<file path="src/rtl/pipe_hazard_scoreboard_if.sv">
// Decode-side bundle for the hazard scoreboard: instruction fields, operand
// sources and the resolved stall/forwarding outputs.
interface pipe_hazard_scoreboard_if #(
   parameter int DATA_W = 16,
   parameter int REG_AW = 4,
   parameter int DEPTH  = 3,
   parameter int CNT_W  = 16
);
   logic                    id_valid;
   logic [REG_AW-1:0]       id_rs;
   logic [REG_AW-1:0]       id_rt;
   logic                    id_use_rs;
   logic                    id_use_rt;
   logic                    id_wr_en;
   logic [REG_AW-1:0]       id_dest;
   logic                    id_is_load;
   logic [DATA_W-1:0]       rf_rs_data;
   logic [DATA_W-1:0]       rf_rt_data;
   logic [DEPTH*DATA_W-1:0] stage_res;
   logic                    flush;
   logic                    ext_hold;
   logic                    stall;
   logic [2:0]              fwd_sel_rs;
   logic [2:0]              fwd_sel_rt;
   logic [DATA_W-1:0]       op_a;
   logic [DATA_W-1:0]       op_b;
   logic [CNT_W-1:0]        stall_cnt;

   modport master (
      output id_valid, id_rs, id_rt, id_use_rs, id_use_rt, id_wr_en, id_dest,
             id_is_load, rf_rs_data, rf_rt_data, stage_res, flush, ext_hold,
      input  stall, fwd_sel_rs, fwd_sel_rt, op_a, op_b, stall_cnt
   );

   modport slave (
      input  id_valid, id_rs, id_rt, id_use_rs, id_use_rt, id_wr_en, id_dest,
             id_is_load, rf_rs_data, rf_rt_data, stage_res, flush, ext_hold,
      output stall, fwd_sel_rs, fwd_sel_rt, op_a, op_b, stall_cnt
   );
endinterface

</file>
<file path="src/rtl/pipe_hazard_scoreboard.sv">
// Shift-register scoreboard of in-flight instructions (slot 1 = EX .. DEPTH = WB)
// driving the decode stall and per-operand forwarding selection.
module pipe_hazard_scoreboard #(
   parameter int DATA_W     = 16,
   parameter int REG_AW     = 4,
   parameter int DEPTH      = 3,
   parameter int LOAD_READY = 2,
   parameter int ZERO_REG   = 1,
   parameter int CNT_W      = 16
) (
   input logic                     clk,
   input logic                     rst,
   pipe_hazard_scoreboard_if.slave hz
);
   logic [DEPTH:1]     valid_q, valid_d;
   logic [DEPTH:1]     wr_en_q, wr_en_d;
   logic [DEPTH:1]     is_load_q, is_load_d;
   logic [REG_AW-1:0]  dest_q [DEPTH:1];
   logic [REG_AW-1:0]  dest_d [DEPTH:1];
   logic [CNT_W-1:0]   stall_cnt_q, stall_cnt_d;

   logic [DATA_W-1:0]  slot_res [DEPTH:1];
   logic [2:0]         sel_rs, sel_rt;
   logic               wait_rs, wait_rt;
   logic [DATA_W-1:0]  op_a, op_b;
   logic               rs_zero, rt_zero;
   logic               stall;

   for (genvar g = 1; g <= DEPTH; g++) begin : g_res
      assign slot_res[g] = hz.stage_res[(g-1)*DATA_W +: DATA_W];
   end

   assign rs_zero = (ZERO_REG != 0) && (hz.id_rs == '0);
   assign rt_zero = (ZERO_REG != 0) && (hz.id_rt == '0);

   // Walk oldest to youngest so the youngest matching slot ends up selected.
   always_comb begin
      sel_rs  = '0;
      sel_rt  = '0;
      wait_rs = 1'b0;
      wait_rt = 1'b0;
      op_a    = hz.rf_rs_data;
      op_b    = hz.rf_rt_data;
      for (int k = DEPTH; k >= 1; k--) begin
         if (hz.id_use_rs && !rs_zero && valid_q[k] && wr_en_q[k] && dest_q[k] == hz.id_rs) begin
            sel_rs  = 3'(k);
            wait_rs = is_load_q[k] && (k < LOAD_READY);
            op_a    = slot_res[k];
         end
         if (hz.id_use_rt && !rt_zero && valid_q[k] && wr_en_q[k] && dest_q[k] == hz.id_rt) begin
            sel_rt  = 3'(k);
            wait_rt = is_load_q[k] && (k < LOAD_READY);
            op_b    = slot_res[k];
         end
      end
      stall = hz.id_valid && !hz.flush && (wait_rs || wait_rt);
   end

   always_comb begin
      valid_d     = valid_q;
      wr_en_d     = wr_en_q;
      is_load_d   = is_load_q;
      dest_d      = dest_q;
      stall_cnt_d = stall_cnt_q;
      if (!hz.ext_hold) begin
         for (int k = DEPTH; k >= 2; k--) begin
            valid_d[k]   = valid_q[k-1];
            wr_en_d[k]   = wr_en_q[k-1];
            is_load_d[k] = is_load_q[k-1];
            dest_d[k]    = dest_q[k-1];
         end
         valid_d[1]   = hz.id_valid && !stall && !hz.flush;
         wr_en_d[1]   = hz.id_wr_en;
         is_load_d[1] = hz.id_is_load;
         dest_d[1]    = hz.id_dest;
         if (stall && stall_cnt_q != '1) begin
            stall_cnt_d = stall_cnt_q + 1'b1;
         end
      end
   end

   always_ff @(posedge clk) begin
      if (rst) begin
         valid_q     <= '0;
         wr_en_q     <= '0;
         is_load_q   <= '0;
         for (int k = 1; k <= DEPTH; k++) begin
            dest_q[k] <= '0;
         end
         stall_cnt_q <= '0;
      end else begin
         valid_q     <= valid_d;
         wr_en_q     <= wr_en_d;
         is_load_q   <= is_load_d;
         dest_q      <= dest_d;
         stall_cnt_q <= stall_cnt_d;
      end
   end

   assign hz.stall      = stall;
   assign hz.fwd_sel_rs = sel_rs;
   assign hz.fwd_sel_rt = sel_rt;
   assign hz.op_a       = op_a;
   assign hz.op_b       = op_b;
   assign hz.stall_cnt  = stall_cnt_q;
endmodule

</file>
<file path="src/flat_wrapper.sv">
// flat-port wrapper written by rule: the top's interface ports become plain ports
module pipe_hazard_scoreboard_flat 
#(
   parameter int DATA_W     = 16,
   parameter int REG_AW     = 4,
   parameter int DEPTH      = 3,
   parameter int LOAD_READY = 2,
   parameter int ZERO_REG   = 1,
   parameter int CNT_W      = 16
)
  (clk, rst, hz_id_valid, hz_id_rs, hz_id_rt, hz_id_use_rs, hz_id_use_rt, hz_id_wr_en, hz_id_dest, hz_id_is_load, hz_rf_rs_data, hz_rf_rt_data, hz_stage_res, hz_flush, hz_ext_hold, hz_stall, hz_fwd_sel_rs, hz_fwd_sel_rt, hz_op_a, hz_op_b, hz_stall_cnt);
  pipe_hazard_scoreboard_if #(.DATA_W(DATA_W), .REG_AW(REG_AW), .DEPTH(DEPTH), .CNT_W(CNT_W)) hz_i ();
  input logic clk;
  input logic rst;
  input wire logic [$bits(hz_i.id_valid)-1:0] hz_id_valid;
  input wire logic [$bits(hz_i.id_rs)-1:0] hz_id_rs;
  input wire logic [$bits(hz_i.id_rt)-1:0] hz_id_rt;
  input wire logic [$bits(hz_i.id_use_rs)-1:0] hz_id_use_rs;
  input wire logic [$bits(hz_i.id_use_rt)-1:0] hz_id_use_rt;
  input wire logic [$bits(hz_i.id_wr_en)-1:0] hz_id_wr_en;
  input wire logic [$bits(hz_i.id_dest)-1:0] hz_id_dest;
  input wire logic [$bits(hz_i.id_is_load)-1:0] hz_id_is_load;
  input wire logic [$bits(hz_i.rf_rs_data)-1:0] hz_rf_rs_data;
  input wire logic [$bits(hz_i.rf_rt_data)-1:0] hz_rf_rt_data;
  input wire logic [$bits(hz_i.stage_res)-1:0] hz_stage_res;
  input wire logic [$bits(hz_i.flush)-1:0] hz_flush;
  input wire logic [$bits(hz_i.ext_hold)-1:0] hz_ext_hold;
  output wire logic [$bits(hz_i.stall)-1:0] hz_stall;
  output wire logic [$bits(hz_i.fwd_sel_rs)-1:0] hz_fwd_sel_rs;
  output wire logic [$bits(hz_i.fwd_sel_rt)-1:0] hz_fwd_sel_rt;
  output wire logic [$bits(hz_i.op_a)-1:0] hz_op_a;
  output wire logic [$bits(hz_i.op_b)-1:0] hz_op_b;
  output wire logic [$bits(hz_i.stall_cnt)-1:0] hz_stall_cnt;
  assign hz_i.id_valid = hz_id_valid;
  assign hz_i.id_rs = hz_id_rs;
  assign hz_i.id_rt = hz_id_rt;
  assign hz_i.id_use_rs = hz_id_use_rs;
  assign hz_i.id_use_rt = hz_id_use_rt;
  assign hz_i.id_wr_en = hz_id_wr_en;
  assign hz_i.id_dest = hz_id_dest;
  assign hz_i.id_is_load = hz_id_is_load;
  assign hz_i.rf_rs_data = hz_rf_rs_data;
  assign hz_i.rf_rt_data = hz_rf_rt_data;
  assign hz_i.stage_res = hz_stage_res;
  assign hz_i.flush = hz_flush;
  assign hz_i.ext_hold = hz_ext_hold;
  assign hz_stall = hz_i.stall;
  assign hz_fwd_sel_rs = hz_i.fwd_sel_rs;
  assign hz_fwd_sel_rt = hz_i.fwd_sel_rt;
  assign hz_op_a = hz_i.op_a;
  assign hz_op_b = hz_i.op_b;
  assign hz_stall_cnt = hz_i.stall_cnt;
  pipe_hazard_scoreboard #(.DATA_W(DATA_W), .REG_AW(REG_AW), .DEPTH(DEPTH), .LOAD_READY(LOAD_READY), .ZERO_REG(ZERO_REG), .CNT_W(CNT_W)) u_core (.clk(clk), .rst(rst), .hz(hz_i));
endmodule
</file>
<file path="config.mk">
export PLATFORM = sky130hd
export DESIGN_NAME = pipe_hazard_scoreboard_flat
export DESIGN_NICKNAME = d
export VERILOG_FILES = /design/src/rtl/pipe_hazard_scoreboard_if.sv /design/src/rtl/pipe_hazard_scoreboard.sv /design/src/flat_wrapper.sv
export SDC_FILE = /design/constraint.sdc
export NUM_CORES = 1
export LEC_CHECK = 0
export CAP_MARGIN = 20
export CORE_MARGIN = 2
export CORE_UTILIZATION = 40
export CTS_CLUSTER_DIAMETER = 100
export CTS_CLUSTER_SIZE = 28
export DETAILED_ROUTE_END_ITERATION = 8
export GPL_TIMING_DRIVEN = 0
export PLACE_DENSITY = 0.82
export SLEW_MARGIN = 20
export SYNTH_ARGS = -nofsm -noshare
export SYNTH_HDL_FRONTEND = slang
export SYNTH_SLANG_ARGS = --single-unit
export TNS_END_PERCENT = 100
</file>
<file path="constraint.sdc">
create_clock -name clk -period 4.44 [get_ports clk]
set_input_delay 0.888 -clock clk [delete_from_list [all_inputs] [get_ports clk]]
set_output_delay 0.888 -clock clk [all_outputs]
set_load 0.02 [all_outputs]
</file>
; After elaboration in Yosys (flattened, before gate mapping)
; Index checks and enable logic that the tools add are counted.
[word_totals]
latchBits = 0
ram_bits = 0
in_bits = 101
reg_bits = 35
mem_bits_ro = 0
n_memories = 0
[classes]
eq_ne = 7
n_addsub = 1
n_div = 0
n_mul = 0
n_reduce_logical = 33
n_shift = 0
n_bitwise = 1
order_cmp = 0
n_mux = 14
[op_table]
columns = op, n
row1 = $mux 16, 6
row2 = $logic_and 1x1->1, 25
row3 = $eq 4x4->1, 6
row4 = $add 16x1->16 const B, 1
row5 = $ne 16x16->1 const B, 1
row6 = $mux 3, 4
row7 = $logic_not 4->1, 2
row8 = $logic_not 1->1, 4
row9 = $mux 2, 2
row10 = $mux 1, 2
row11 = $reduce_and 2->1, 1
row12 = $logic_or 1x1->1, 1
row13 = $not 1->1, 1

; Longest topological paths before layout
; Gate-level depths: netlist of run 1.
[logic_depth]
ltp_word = 12
ltp_mapped = 8
depth_no_buf = 6

; Worst setup path before layout of run 1
; No wires, ideal clock.
[synth_path]
path_kind = input-to-output
startpoint = in hz_id_rs[1]
endpoint = out hz_op_a[11]
cell_stages = 6
arrival_ns = 2.419
path_slack_ns = 1.133
t_required_ns = 3.552
cell_sequence = o41ai_4 > nor3_1 > nand4_1 > clkbuf_1 > nor2_1 > o31ai_1
[synth_between]
elab_chain_cells = 9
elab_cells_between_ends = 18
classes_between = 3 x eq/ne / 3 x mux / 12 x reduce/logical
[synth_rtl]
columns = element, line
row1 = start: declaration, flat_wrapper.sv:16  ; input wire logic [$bits(hz_i.id_rs)-1:0] hz_id_rs;
row2 = $logic_not 4->1, pipe_hazard_scoreboard.sv:33  ; assign rs_zero = (ZERO_REG != 0) && (hz.id_rs == '0);
row3 = $logic_not 1->1, pipe_hazard_scoreboard.sv:45  ; if (hz.id_use_rs && !rs_zero && valid_q[k] && wr_en_q[k] && dest_q[k] == hz.id_rs) begin
row4 = $logic_and 1x1->1 (4 in series), pipe_hazard_scoreboard.sv:45
row5 = $mux 16 (2 in series), pipe_hazard_scoreboard.sv:45
row6 = $mux 16 (*), pipe_hazard_scoreboard.sv:45
row7 = end: declaration, flat_wrapper.sv:31  ; output wire logic [$bits(hz_i.op_a)-1:0] hz_op_a;
; Every way passes the cells marked *; elsewhere a longest branch is shown, timed or not.

; Worst setup path in the final report of run 1
[layout_path]
startpoint = in hz_id_use_rt
endpoint = out hz_op_b[9]
[layout_between]
elab_chain_cells = 7
elab_cells_between_ends = 13
classes_between = 3 x mux / 10 x reduce/logical
[layout_rtl]
columns = element, line
row1 = start: declaration, flat_wrapper.sv:19  ; input wire logic [$bits(hz_i.id_use_rt)-1:0] hz_id_use_rt;
row2 = $logic_and 1x1->1 (*), pipe_hazard_scoreboard.sv:50  ; if (hz.id_use_rt && !rt_zero && valid_q[k] && wr_en_q[k] && dest_q[k] == hz.id_rt) begin
row3 = $logic_and 1x1->1 (3 in series), pipe_hazard_scoreboard.sv:50
row4 = $mux 16 (2 in series), pipe_hazard_scoreboard.sv:50
row5 = $mux 16 (*), pipe_hazard_scoreboard.sv:50
row6 = end: declaration, flat_wrapper.sv:32  ; output wire logic [$bits(hz_i.op_b)-1:0] hz_op_b;
; Marked as above.

==> run summary, run 1 <==
RSZ-0062 raised after global routing: no
largest net degree at the start of global routing: 13
setup TNS: 0 ns
DRC: 0
hold_sp: u_core.wr_en_q[3]$_SDFFE_PP0N_
Worst Path Required: 3.55 ns
clk sinks: 35
Initial Util: 41.0%
Worst Hold Class: register to register
share of the synthesized area in the top cell type: 23.8%
fmax: 233 MHz
Final Hold Fails: 0
# setup viols final: 0
synthesized area: 2940 um^2
I/O pins: 156
vias per cell: 5.60
H-tree depth: 2
Power, Total: 0.907 mW
root buffer cell: clkbuf_8
n_diodes: 0
top_reg_cell synth: dfxtp_1
CP Launch Type: input port
Slew Limit Fails: 0
Yosys reg bits: 35
routability cong.: 0.901
Slew headroom: 54.3%
Reg-to-Reg End: u_core.hz.stall_cnt[1]$_SDFFE_PP0P_
clk buf depth: 2
# rows: 31
CTS tree: yes
die width: 89.7 um
port bufs: 153
fraction of layout cells with a size suffix above 1: 8.61%
GRT overflow: 0
EDFF count, synth: 0
LEAKAGE: 2.12 nW
Max VDD drop: 266 uV
Netlist cell types: 46
min Tclk post-route: 4.28 ns
Hold Path Depth: 2
Routed Antenna Nets: 0
Final Util: 66.4%
Fillers: 594
reg2reg start: u_core.hz.stall_cnt[6]$_SDFFE_PP0P_
All-Layer GR Usage: 26.4%
cell with the most instances after synthesis: nor2_1
DR iter-0 viols: 122
clock transition at the registers of the reported paths: 0.07 ns
Max Fanout on Critical Path: 10
Post-DP HPWL: 8.57 mm
DRT Pass-1 Iters: 5
Commonest cells post-synth: nor2_1 (61), dfxtp_1 (35), mux2i_1 (35), a21o_1 (33), nand2_1 (28)
initial antenna violation count: 0
CP Capture Type: output port
Area after DPL: 4600 um^2
Async SR Flop Fraction: 0%
Cell Pwr Density: 190 nW/um^2
core area: 7180 um^2
Final Skew: 0.00475 ns
Worst-Skew Late Latency: 0.29 ns
area delta synth->final: 62.0%
Reg2Reg Depth: 7
synth top area cells: dfxtp_1 (24%), mux2i_1 (12%), a21o_1 (8.4%)
Die H: 89.7 um
design area: 4760 um^2
Die ar.: 8050 um^2
hold path endpoint: u_core.wr_en_q[3]$_SDFFE_PP0N_
yosys warns: 0
period utilization: 96.5%
Crit Path Class: input port to output port
outcome: completed
hold slack: 0.515 ns
drt total wl: 10.9 mm
Max Cap Viol: 0
Seq/Total Area, Yosys: 23.8%
vias in the first global route: 3487
Layout Nets: 635
Arr. time, crit path: 3.39 ns
Syn Area/Cell: 7.92 um^2
worst-margin pin slew: 0.685 ns
top cell type by total area after synthesis: dfxtp_1
first-pass GRT wire length: 17.7 mm
CTS Buf Count: 5
setup slack, reg-to-reg: 2.39 ns
Mapped Cells: 371
via count: 3544
WL/cell: 17.2 um
[per-layer routing]
layer | vias to the layer above | global-route usage [%] | wire length, um
met5 | - | 0 | 0
met4 | 0 | 8.21 | 301
met3 | 30 | 2.93 | 724
met2 | 153 | 48.4 | 5440
met1 | 1694 | 32.4 | 4410
li1 | 1667 | - | -
[cell usage in the layout (no fill, tap or decap), types with 3 or more instances in the layout]
cell type	netlist	final
o21ai_0	5	5
or4_1	4	4
buf_4	4	6
clkdlybuf4s50_1	0	143
dfxtp_1	35	35
a311oi_1	5	5
dlygate4sd2_1	0	6
a211oi_1	16	16
inv_1	3	3
a21oi_1	21	21
nor3_1	7	6
xor2_1	12	12
nor2_1	61	61
nand2_1	28	27
o31ai_1	15	15
clkbuf_8	0	5
clkbuf_2	0	6
clkbuf_1	11	5
nand4_1	4	4
mux2i_1	35	35
buf_2	7	6
dlymetal6s2s_1	0	4
a21o_1	33	33
buf_6	3	3
nor3_2	3	4
xnor2_1	14	14
or3_1	4	4
nand3_1	10	10
[state kept, by name, summed over array words and instances, names as in the netlist]
name and count:
u_core.is_load_q 1, u_core.hz.stall_cnt 16, u_core.dest_q 12, u_core.wr_en_q 3, u_core.valid_q 3
[through the flow]
stage | std cells | worst slack [ns]
after floorplan | 372 | 1.13
after global placement | 624 | -0.209
after detailed placement | 624 | -0.166
after CTS | 633 | 0.00382
after global routing | 633 | 0.0225
final | 633 | 0.157
[worst max-delay path by stage]
stage                     slack, ns  cells after the start           to    startpoint
final                          0.16                     10   hz_op_b[9]  hz_id_use_rt
after floorplan                1.13                      6  hz_op_a[11]   hz_id_rs[1]
after global routing           0.02                     10   hz_op_a[4]  hz_id_use_rs
after CTS                     0.004                     10   hz_op_b[9]   hz_id_rt[1]
after detailed placement      -0.17                      8  hz_op_a[13]   hz_id_rs[1]
after global placement        -0.21                      8  hz_op_a[11]   hz_id_rs[1]
[layout make-up]
cell class / count / area, um^2 / share of cell area, %
multi-input cells: 306 / 2080 / 43.6
repair buffers: 154 / 1540 / 32.4
flip-flops and latches: 35 / 701 / 14.7
plain buffers: 28 / 173 / 3.63
well taps: 99 / 124 / 2.60
clock buffers: 5 / 68.8 / 1.45
clock inverters: 3 / 67.6 / 1.42
inverters: 3 / 11.3 / 0.236
[timing repair]
| item | in CTS | in global routing |
|---|---|---|
| pin swaps | 3 | 0 |
| gates resized for setup | 12 | 10 |
| buffers inserted | 1 | 0 |
| hold buffers | 0 | 0 |
| setup endpoints to repair | 25 | 18 |
[power breakdown]
part / switching [mW] / internal (mW)
Combinational: 0.0941 / 0.142
Sequential: 0.00856 / 0.320
Clock: 0.118 / 0.224
Total: 0.221 / 0.686
[worst max-delay path, cell delays in order]
cell and delay, ns:
clkdlybuf4s50_1 0.50, o41ai_4 0.09, buf_4 0.16, nor3_2 0.25
nand2_4 0.17, buf_8 0.20, mux2i_1 0.12, a211oi_1 0.29
a21o_1 0.12, clkdlybuf4s50_1 0.59
[logic make-up (layout without fill, tap and decap cells)]
family          count (synthesis)  in the layout  share of synthesized area, %
mux                            38             38                          13.1
other cells                     1              2                         0.128
xor+xnor                       26             26                          7.75
fa+ha+maj                       1              1                         0.426
flops                          35             35                          23.8
simple gates                  132            132                          20.9
buf+inv                        31            193                          5.92
compound gates                107            107                          28.0
Power figures use the tool's default switching activity.
==> inputs of run 2 (changes only) <==
--- a/config.mk
+++ b/config.mk
@@ -5,7 +5,7 @@
 export SDC_FILE = /design/constraint.sdc
 export NUM_CORES = 1
 export LEC_CHECK = 0
-export CAP_MARGIN = 20
+export ABC_CLOCK_PERIOD_IN_PS = 4440
 export CORE_MARGIN = 2
 export CORE_UTILIZATION = 40
 export CTS_CLUSTER_DIAMETER = 100
==> constraint.sdc (replaced) <==
create_clock -name clk -period 4.44 [get_ports clk]
set_input_delay 0.888 -clock clk [delete_from_list [all_inputs] [get_ports clk]]
set_output_delay 0.888 -clock clk [all_outputs]
set_load 0.01 [all_outputs]
==> run 2 against run 1 <==
Flip-flop and latch count unchanged. Critical path type unchanged. Sequential power about the same. Die area unchanged. Critical path depth unchanged. Count of clock-buffer cells in the layout unchanged. Global-route usage increased by 0.053 points. Core utilization increased by 0.35 points. Wire length increased by 0.25%. Via count increased by 0.11%. Critical endpoint unchanged. Largest cell class unchanged.
==> run summary, run 2 (synthesis gave the netlist of run 1 again) <==
Reg area: 701 um^2
LEAKAGE: 2.15 nW
CTS tree: yes
Arr. time, crit path: 3.32 ns
CP Capture Type: output port
Worst Path Required: 3.55 ns
clock transition at the registers of the reported paths: 0.07 ns
Final Hold Fails: 0
n_diodes: 0
CTS Buf Count: 5
port bufs: 153
Die ar.: 8050 um^2
Post-DP HPWL: 8.57 mm
fmax: 238 MHz
worst-margin pin slew: 0.685 ns
dpl cells: 624
Max Fanout on Critical Path: 10
# setup viols final: 0
# rows: 31
via count: 3548
CP Launch Type: input port
dpl ws: -0.0981 ns
RSZ-0062 raised after global routing: no
H-tree depth: 2
vias per cell: 5.61
DRC: 0
period utilization: 94.8%
core area: 7180 um^2
Routed Antenna Nets: 0
Comb pwr share: 25.2%
switching portion of total power: 23.3%
most frequent cells in the layout: clkdlybuf4s50_1 (145), nor2_1 (61), mux2i_1 (35), dfxtp_1 (35), a21o_1 (33)
WL/cell: 17.2 um
die width: 89.7 um
Final Skew: 0.00538 ns
drt total wl: 10.9 mm
DRT Pass-1 Iters: 5
Cell Pwr Density: 187 nW/um^2
Hold Path Depth: 2
Final Util: 66.7%
multi-input logic area: 2090 um^2
DR iter-0 viols: 105
fraction of layout cells with a size suffix above 1: 8.61%
Crit Path Class: input port to output port
Worst-Skew Late Latency: 0.29 ns
clk buf depth: 2
Die H: 89.7 um
Max Cap Viol: 0
Worst Hold Class: register to register
Area after DPL: 4600 um^2
I/O pins: 156
root buffer cell: clkbuf_8
Max VDD drop: 266 uV
All-Layer GR Usage: 26.5%
Reg2Reg Depth: 7
Initial Util: 41.0%
Power Internal: 0.688 mW
routability cong.: 0.901
commonest non-fill, non-tap cell in the layout: clkdlybuf4s50_1
Switch Pwr: 0.209 mW
Fillers: 589
Layout Nets: 635
vias in the first global route: 3488
Clk pwr share: 38.1%
GRT overflow: 0
outcome: completed
setup ws final: 0.231 ns
Slew Limit Fails: 0
largest net degree at the start of global routing: 13
hold slack: 0.515 ns
design area: 4790 um^2
Slew headroom: 54.3%
first-pass GRT wire length: 17.7 mm
Non-Filler Instances: 633
initial antenna violation count: 0
area delta synth->final: 62.9%
max FFs per register: 16
clk sinks: 35
min Tclk post-route: 4.21 ns
sequential power share: 36.6%
## run 2: what timing repair did
action | 4_1_cts | 5_1_grt
buffers inserted | 1 | 0
pin swaps | 2 | 1
cloned | 0 | 0
setup endpoints to repair | 16 | 33
resized for setup | 4 | 17
hold buffers | 0 | 0
## run 2: critical path, stage by stage
cell	delay (ns)
clkdlybuf4s50_1	0.50
o41ai_4	0.09
buf_4	0.16
nor3_2	0.25
nand2_4	0.17
buf_8	0.20
mux2i_1	0.12
a211oi_1	0.28
a21o_1	0.12
clkdlybuf4s50_1	0.52
## run 2: area by class of cell
type                            count  area share, %
Buffer                             28           3.55
Clock inverter                      3           1.41
Inverter                            3          0.235
Multi-Input combinational cell    306           43.6
Clock buffer                        5           1.44
Sequential cell                    35           14.6
Timing Repair Buffer              154           32.6
Tap cell                           99           2.59
## run 2: path summary, 6_finish.rpt
check / slack [ns] / end / start
max: 0.23 / hz_op_b[9] / hz_id_use_rt
min: 0.52 / u_core.wr_en_q[3]$_SDFFE_PP0N_ / u_core.wr_en_q[3]$_SDFFE_PP0N_
max reg2reg: 2.39 / u_core.hz.stall_cnt[1]$_SDFFE_PP0P_ / u_core.hz.stall_cnt[6]$_SDFFE_PP0P_
min reg2reg: 0.52 / u_core.wr_en_q[3]$_SDFFE_PP0N_ / u_core.wr_en_q[3]$_SDFFE_PP0N_
## run 2: power groups by stage
stage	clock [mW]	combinational, mW	sequential (mW)
after global routing	0.357	0.239	0.329
after global placement	0	0.219	0.335
after detailed placement	0	0.222	0.336
final	0.342	0.226	0.328
after floorplan	0	0.0774	0.333
after CTS	0.345	0.225	0.328
## run 2: routing by layer
layer,wire [um],up-vias,track usage (%),share of wire (%)
met2,5480,159,48.4,50
met4,284,0,8.21,2.6
met1,4390,1698,32.6,40
met5,0,-,0,0
met3,743,24,2.93,6.8
li1,-,1667,-,-
## run 2: through the flow
step                      setup TNS, ns  power, mW
after CTS                             0      0.898
after detailed placement         -0.702      0.558
after global placement           -0.884      0.554
after global routing                  0      0.926
after floorplan                       0      0.411
final                                 0      0.896
==> inputs of run 3 (changes only) <==
--- a/config.mk
+++ b/config.mk
@@ -5,7 +5,7 @@
 export SDC_FILE = /design/constraint.sdc
 export NUM_CORES = 1
 export LEC_CHECK = 0
-export ABC_CLOCK_PERIOD_IN_PS = 4440
+export ABC_CLOCK_PERIOD_IN_PS = 5200
 export CORE_MARGIN = 2
 export CORE_UTILIZATION = 40
 export CTS_CLUSTER_DIAMETER = 100
==> constraint.sdc (replaced) <==
create_clock -name clk -period 5.2 [get_ports clk]
set_input_delay 0.78 -clock clk [delete_from_list [all_inputs] [get_ports clk]]
set_output_delay 0.78 -clock clk [all_outputs]
set_load 0.01 [all_outputs]
==> run 3 against run 2 <==
Core utilization down 0.73 points. Sequential share of layout area up 0.16 points. Via count about the same. Cell area down 1.1%. Global-route usage down 0.071 points.
==> run summary, run 3 (synthesis gave the netlist of run 1 again) <==
outcome: completed
Post-DP HPWL: 8.57 mm
Final Hold Fails: 0
setup ws final: 0.794 ns
core area: 7180 um^2
Power, Total: 0.763 mW
LEAKAGE: 2.05 nW
Reg2Reg Depth: 7
Max Fanout on Critical Path: 10
Max VDD drop: 227 uV
WL/cell: 17.1 um
most frequent cells in the layout: clkdlybuf4s50_1 (153), nor2_1 (61), mux2i_1 (35), dfxtp_1 (35), a21o_1 (33)
setup bufs post-CTS: 0
area delta synth->final: 61.1%
fmax: 227 MHz
drt total wl: 10.8 mm
Worst Hold Class: register to register
All-Layer GR Usage: 26.4%
Fillers: 592
GRT overflow: 0
largest net degree at the start of global routing: 13
design area: 4730 um^2
CTS hold repair buffers: 0
Die H: 89.7 um
die width: 89.7 um
Max Used Layer: met4
RSZ-0062 raised after global routing: no
CP Capture Type: output port
Clk pwr share: 38.2%
Worst-Skew Late Latency: 0.29 ns
CP Launch Type: input port
Area after DPL: 4600 um^2
initial antenna violation count: 0
hold path endpoint: u_core.wr_en_q[3]$_SDFFE_PP0N_
H-tree depth: 2
Reg-to-Reg End: u_core.hz.stall_cnt[1]$_SDFFE_PP0P_
period utilization: 84.7%
met3 wire len: 743 um
Routed Antenna Nets: 0
DRT Pass-1 Iters: 5
Initial Util: 41.0%
CTS tree: yes
WL met2: 5.35 mm
n_diodes: 0
Hold Path Depth: 2
DRC: 0
switching portion of total power: 23.1%
hold_sp: u_core.wr_en_q[3]$_SDFFE_PP0N_
setup slack, reg-to-reg: 3.15 ns
routability cong.: 0.901
Comb pwr share: 25.1%
Post-CTS Resized: 0
clk buf depth: 2
clk sinks: 35
Max Cap Viol: 0
worst-margin pin slew: 0.686 ns
clock transition at the registers of the reported paths: 0.07 ns
Switch Pwr: 0.177 mW
DR iter-0 viols: 124
# rows: 31
root buffer cell: clkbuf_8
reg2reg start: u_core.hz.stall_cnt[6]$_SDFFE_PP0P_
vias per cell: 5.61
Final Skew: 0.00502 ns
via count: 3546
sequential power share: 36.7%
first-pass GRT wire length: 17.7 mm
dpl ws: 0.878 ns
I/O pins: 156
vias in the first global route: 3494
CTS Buf Count: 5
Worst Path Required: 4.42 ns
min Tclk post-route: 4.41 ns
setup TNS: 0 ns
port bufs: 153
max FFs per register: 16
WL met1: 4.38 mm
Crit Path Class: input port to output port
fraction of layout cells with a size suffix above 1: 6.94%
Power Internal: 0.587 mW
Die ar.: 8050 um^2
# setup viols final: 0
Slew Limit Fails: 0
Layout Nets: 634
Cell Pwr Density: 161 nW/um^2
Slew headroom: 54.3%
Arr. time, crit path: 3.63 ns
commonest non-fill, non-tap cell in the layout: clkdlybuf4s50_1
-- run 3: changes by cell type in the layout (fill, tap and decap cells not counted), sizes merged --
cell           delta
buf               -2
clkbuf            +1
clkdlybuf4s50     +8
dlymetal6s2s      -8
-- run 3: metrics by stage --
| step | cells | utilization, % | hold slack [ns] |
|---|---|---|---|
| floorplan | 372 | - | 0.464 |
| global placement | 624 | 64.1 | 0.474 |
| detailed placement | 624 | 64.1 | 0.500 |
| CTS | 632 | 66.0 | 0.512 |
| global route | 632 | 66.0 | 0.543 |
| finish | 632 | 66.0 | 0.513 |
-- run 3: cell type report --
cell class	instances	area, um^2	share of cell area (%)
plain buffers	28	163	3.44
clock buffers	5	68.8	1.45
clock inverters	3	67.6	1.43
inverters	3	11.3	0.238
multi-input cells	306	2070	43.7
flip-flops and latches	35	701	14.8
well taps	99	124	2.62
repair buffers	153	1530	32.3
-- run 3: how the worst max path moves through the flow --
stage                      startpoint     endpoint  slack (ns)  depth (start not counted)
final                     hz_id_rs[1]  hz_op_a[13]        0.79                          8
after global placement    hz_id_rs[1]  hz_op_a[11]        0.83                          8
after global routing      hz_id_rs[1]  hz_op_a[13]        0.69                          8
after CTS                 hz_id_rs[1]  hz_op_a[13]        0.88                          8
after detailed placement  hz_id_rs[1]  hz_op_a[13]        0.88                          8
after floorplan           hz_id_rs[1]  hz_op_a[11]        2.32                          6
-- run 3: power groups by stage --
stage / Clock, mW / Combinational [mW] / Sequential, mW
2_1_floorplan: 0 / 0.0661 / 0.284
3_3_place_gp: 0 / 0.187 / 0.286
3_5_place_dp: 0 / 0.190 / 0.287
4_1_cts: 0.294 / 0.191 / 0.280
5_1_grt: 0.305 / 0.203 / 0.281
6_report: 0.292 / 0.191 / 0.280
-- run 3: critical path, stage by stage --
cell	delay [ns]
clkdlybuf4s50_1	0.55
o41ai_4	0.52
nor3_1	0.11
nand4_1	0.24
clkbuf_1	0.45
nor2_1	0.09
o31ai_1	0.28
clkdlybuf4s50_1	0.59
-- run 3: layer usage --
metal	vias up	GRT usage, %
li1	1666	-
met1	1686	32.5
met2	164	48.1
met3	30	2.93
met4	0	8.46
met5	-	0
